**src/rtl/spi_byte_receiver.sv**
```systemverilog
// SPI byte receiver: synchronizes spi_clk/spi_data into clk, assembles MSB-first bytes
// and presents them on a valid/ready holding register with sticky overrun/frame errors.
module spi_byte_receiver #(
  parameter int IDLE_TIMEOUT = 32,
  parameter int TO_W         = 6
) (
  input  logic       clk,
  input  logic       rst,
  input  logic       spi_clk_in,
  input  logic       spi_data_in,
  output logic [7:0] rx_data,
  output logic       rx_valid,
  input  logic       rx_ready,
  output logic       overrun,
  output logic       frame_err,
  input  logic       clr_err
);

  typedef enum logic {IDLE, SHIFT} state_e;

  localparam logic [TO_W-1:0] TO_LAST = TO_W'(IDLE_TIMEOUT - 1);
  localparam logic [TO_W-1:0] TO_MAX  = '1;

  logic            sclk_meta_q, sclk_s_q, sclk_q;
  logic            sdat_meta_q, sdat_s_q;
  state_e          state_q, state_d;
  logic [7:0]      shift_q, shift_d;
  logic [2:0]      bit_cnt_q, bit_cnt_d;
  logic [TO_W-1:0] to_cnt_q, to_cnt_d;
  logic [7:0]      rx_data_q, rx_data_d;
  logic            rx_valid_q, rx_valid_d;
  logic            overrun_q, overrun_d;
  logic            frame_err_q, frame_err_d;

  logic            rise, byte_done, timeout, load;
  logic [7:0]      byte_next;

  assign rise      = sclk_s_q & ~sclk_q;
  assign byte_next = {shift_q[6:0], sdat_s_q};

  always_comb begin
    // NOTE: every comb output gets a default first, so no path can infer a latch.
    state_d   = state_q;
    shift_d   = shift_q;
    bit_cnt_d = bit_cnt_q;
    to_cnt_d  = to_cnt_q;
    byte_done = 1'b0;
    timeout   = 1'b0;
    case (state_q)
      IDLE: begin
        bit_cnt_d = 3'd0;
        to_cnt_d  = '0;
        if (rise) begin
          shift_d   = byte_next;
          bit_cnt_d = 3'd1;
          state_d   = SHIFT;
        end
      end
      SHIFT: begin
        if (rise) begin
          shift_d   = byte_next;
          to_cnt_d  = '0;
          bit_cnt_d = bit_cnt_q + 3'd1;
          if (bit_cnt_q == 3'd7) begin
            byte_done = 1'b1;
            state_d   = IDLE;
          end
        end else if (to_cnt_q == TO_LAST) begin
          // A rise in this cycle takes priority, so only a quiet threshold cycle times out.
          timeout   = 1'b1;
          bit_cnt_d = 3'd0;
          to_cnt_d  = '0;
          state_d   = IDLE;
        end else if (to_cnt_q != TO_MAX) begin
          to_cnt_d = to_cnt_q + TO_W'(1);
        end
      end
      default: state_d = IDLE;
    endcase
  end

  always_comb begin
    // Accepting the held byte in the completion cycle frees the register for the new one.
    load        = byte_done & (~rx_valid_q | rx_ready);
    rx_data_d   = load ? byte_next : rx_data_q;
    rx_valid_d  = load | (rx_valid_q & ~rx_ready);
    overrun_d   = (byte_done & ~load) | (overrun_q & ~clr_err);
    frame_err_d = timeout | (frame_err_q & ~clr_err);
  end

  // NOTE: sequential state uses non-blocking assignments so all flops update together.
  always_ff @(posedge clk or posedge rst) begin
    if (rst) begin
      sclk_meta_q <= 1'b1;
      sclk_s_q    <= 1'b1;
      sclk_q      <= 1'b1;
      sdat_meta_q <= 1'b0;
      sdat_s_q    <= 1'b0;
      state_q     <= IDLE;
      shift_q     <= 8'h00;
      bit_cnt_q   <= 3'd0;
      to_cnt_q    <= '0;
      rx_data_q   <= 8'h00;
      rx_valid_q  <= 1'b0;
      overrun_q   <= 1'b0;
      frame_err_q <= 1'b0;
    end else begin
      sclk_meta_q <= spi_clk_in;
      sclk_s_q    <= sclk_meta_q;
      sclk_q      <= sclk_s_q;
      sdat_meta_q <= spi_data_in;
      sdat_s_q    <= sdat_meta_q;
      state_q     <= state_d;
      shift_q     <= shift_d;
      bit_cnt_q   <= bit_cnt_d;
      to_cnt_q    <= to_cnt_d;
      rx_data_q   <= rx_data_d;
      rx_valid_q  <= rx_valid_d;
      overrun_q   <= overrun_d;
      frame_err_q <= frame_err_d;
    end
  end

  assign rx_data   = rx_data_q;
  assign rx_valid  = rx_valid_q;
  assign overrun   = overrun_q;
  assign frame_err = frame_err_q;

endmodule

```
**config.mk**
```make
export PLATFORM = sky130hd
export DESIGN_NAME = spi_byte_receiver
export DESIGN_NICKNAME = d
export VERILOG_FILES = /design/src/rtl/spi_byte_receiver.sv
export SDC_FILE = /design/constraint.sdc
export NUM_CORES = 1
export LEC_CHECK = 0
export ABC_AREA = 1
export CORE_UTILIZATION = 28
export CTS_BUF_LIST = sky130_fd_sc_hd__clkbuf_8
export DETAILED_ROUTE_END_ITERATION = 8
export SLEW_MARGIN = 25
export SYNTH_ARGS = -nofsm -noshare
export SYNTH_HDL_FRONTEND = slang
export SYNTH_SLANG_ARGS = --single-unit
```
**constraint.sdc**
```tcl
create_clock -name clk -period 1.65 [get_ports clk]
set_input_delay 0.2475 -clock clk [delete_from_list [all_inputs] [get_ports clk]]
set_output_delay 0.2475 -clock clk [all_outputs]
set_load 0.02 [all_outputs]
```
==> reports/summary.txt <==
Power per cell area -> 989.8 nW/um2
Outcome -> finished clean
Initial antenna violation count -> 0
# fillers -> 490
Sw Ratio -> 27.12%
Setup Total Neg Slack -> 0 ps
ANT nets after route -> 0
Post-synthesis instance area -> 1398 um2
CTS tree -> built
Worst Path Max Fanout -> 2
Post-CTS Setup Bufs -> 0
Reg2Reg Launch Point -> bit_cnt_q[0]
IO Port Bufs -> 16
Post-synthesis sequential area ratio -> 59.36%
Arr. time, crit path -> 1250 ps
Tcrit/Tclk final -> 91.04%
Final nets -> 176
Hold Fails Final Rpt -> 0
Layout cells sized above 1 -> 13.69%
Post-DR vias/cell -> 4.162
Vias in the first global route -> 985
Slowest cell on crit path -> clkdlybuf4s50_1
CP required -> 1400 ps
Global-route wire length before repair -> 4409 um
Largest net degree at the start of global routing -> 34
Area Growth Syn to Fin -> 23.28%
Cell Area, Placed -> 1640 um2
Row cnt -> 25
Most frequent cells in the layout -> nand2_1 (41), dfrtp_1 (30), inv_1 (18)
Comb pwr share -> 9.6%
GR Overflow Total -> 0
Post-cts resize count -> 0
Num CTS Buffers -> 5
Routed Wire Length -> 2485 um
I/O pins -> 17
CP delay by family, top -> buffers and inverters
Worst r2r path cells -> 6
Core area -> 4755 um2
Design area -> 1723 um2
H-tree depth -> 2
Drt first-iter violations -> 92
Flop pwr share -> 56.2%
Avg Inst Size Synth -> 9.705 um2
FF+latch count, synth -> 33
Clock Path Buffers -> 2
CP startpoint kind -> flip-flop
Fin Clk Skew -> 13.33 ps
Max-slew violations -> 0
GPL Wtd Cong -> 0.7884
CP max stage delay -> 610 ps
Commonest non-fill, non-tap cell in the layout -> nand2_1
Total GRT Usage -> 11.20%
Initial Util -> 29.39%
Drc violations -> 0
Root buffer cell -> clkbuf_8
Clock-pin slew on the worst setup and hold paths -> 80 ps
Setup crit end kind -> output port
Post-Place Cells -> 227
Die width -> 72.65 um
Die Ht -> 72.65 um
Core Util, Final -> 36.24%
Pleak -> 0.8049 nW
FF/Latch Area -> 829.5 um2
First-pass iteration count of the detailed router -> 4
Vias after detailed routing -> 978
# Max-Cap Violations -> 0
CTS sink cnt -> 33
Slew margin rel. -> 70.60%
Fmax -> 665.7 MHz
Clk pwr share -> 34.2%
Post-CTS Hold Fix Bufs -> 0
Die area -> 5278 um2
Buffers and inverters on the worst path -> 1
Setup Crit Path Kind -> reg2out
Flop-to-flop setup slack -> 260 ps
Unrepaired setup endpoints after global routing -> no
Switching pwr -> 0.4625 mW
Final Instance Count excl. Fillers -> 235
Internal Pwr Total -> 1.243 mW
Crit-path cells -> clkdlybuf4s50_1
Worst r2r dst -> rx_data[4]
Setup-failing EPs final -> 0
Yosys warning total -> 0
Cells after synthesis -> 144
Mapped Nets -> 153
Worst slew pin tran -> 440.5 ps
Wire length per cell -> 10.57 um
N_diodes -> 0
DP HPWL -> 1668 um
Multi-input logic area -> 484.2 um2
Later-pin clock latency in the skew report -> 290 ps
Yosys cell types -> 22
Peak VDD IR -> 284.4 uV
Hold Crit Class -> in2async
Post-layout min period -> 1502 ps
[metal layers]
| layer | up-vias | GRT usage (%) | share of wire (%) |
|---|---|---|---|
| met2 | 19 | 16.51 | 44 |
| li1 | 505 | - | - |
| met3 | 7 | 2.901 | 3.3 |
| met4 | 0 | 7.843 | 3.2 |
| met5 | - | 0 | 0 |
| met1 | 447 | 14.31 | 49 |
[sequential cells by signal (all words and copies together) (netlist names), 3 cells and up]
register,count
bit_cnt_q,3
rx_data,8
shift_q,7
to_cnt_q,6
[worst max-delay path by stage]
stage	to	cells after the start	startpoint	slack (ps)
final	rx_data[7]	1	rx_data[7]	150
after global routing	rx_data[1]	1	rx_data[1]	100
after CTS	rx_data[2]	1	rx_data[2]	140
after detailed placement	rx_data[4]	5	rx_ready	240
after global placement	rx_data[5]	5	rx_ready	240
after floorplan	rx_data[0]	6	sclk_s_q	360
[area by class of cell]
class                      instances  area share [%]
sequential                        33           48.15
multi-input combinational         91           28.10
timing repair buffer              18           10.17
tap                               67           4.866
clock buffer                       5           3.994
inverter                          18           3.922
clock inverter                     3          0.7988
[cell usage after synthesis]
| master | number | share of area [%] |
|---|---|---|
| nor2_2 | 2 | 0.90 |
| ha_1 | 3 | 2.7 |
| nand3_2 | 1 | 0.72 |
| o21ai_1 | 11 | 3.9 |
| nand2_1 | 41 | 11 |
| nand3_1 | 8 | 2.9 |
| dfstp_2 | 3 | 5.6 |
| o21ai_0 | 9 | 3.2 |
| nand4_1 | 2 | 0.90 |
| buf_6 | 1 | 0.81 |
| nor2_8 | 1 | 1.4 |
| nor2_1 | 4 | 1.1 |
| dfrtp_1 | 30 | 54 |
| o21ai_2 | 1 | 0.63 |
| inv_1 | 17 | 4.6 |
| inv_2 | 1 | 0.27 |
| a21oi_1 | 2 | 0.72 |
| nor2_4 | 2 | 1.6 |
| o22ai_1 | 1 | 0.45 |
| a21oi_2 | 2 | 1.3 |
| buf_2 | 1 | 0.36 |
| nand3_4 | 1 | 1.3 |
[per-stage QoR]
stage / power, mW / setup WS [ps] / hold slack [ps]
after CTS: 1.730 / 135.5 / 352.2
final: 1.705 / 147.9 / 340.6
after floorplan: 1.082 / 359.3 / 252.0
after global routing: 1.798 / 99.37 / 362.9
after detailed placement: 1.141 / 236.2 / 336.2
after global placement: 1.137 / 242.8 / 337.7
[logic make-up (layout without fill, tap and decap cells)]
kind of cell | after synthesis | count (layout) | synth area share [%]
and+or+nand+nor | 62 | 62 | 21.75
adders and majority gates | 3 | 3 | 2.686
DFF | 33 | 33 | 59.36
buffers and inverters | 20 | 44 | 5.997
AOI/OAI and AO/OA | 26 | 26 | 10.21
[power groups by stage]
stage / Combinational, mW / Clock (mW) / Sequential (mW)
3_3_place_gp: 0.164 / 0 / 0.973
2_1_floorplan: 0.128 / 0 / 0.954
3_5_place_dp: 0.167 / 0 / 0.974
6_report: 0.164 / 0.583 / 0.959
4_1_cts: 0.168 / 0.604 / 0.958
5_1_grt: 0.196 / 0.634 / 0.968
Note: power is estimated with default switching activity, not from simulation.
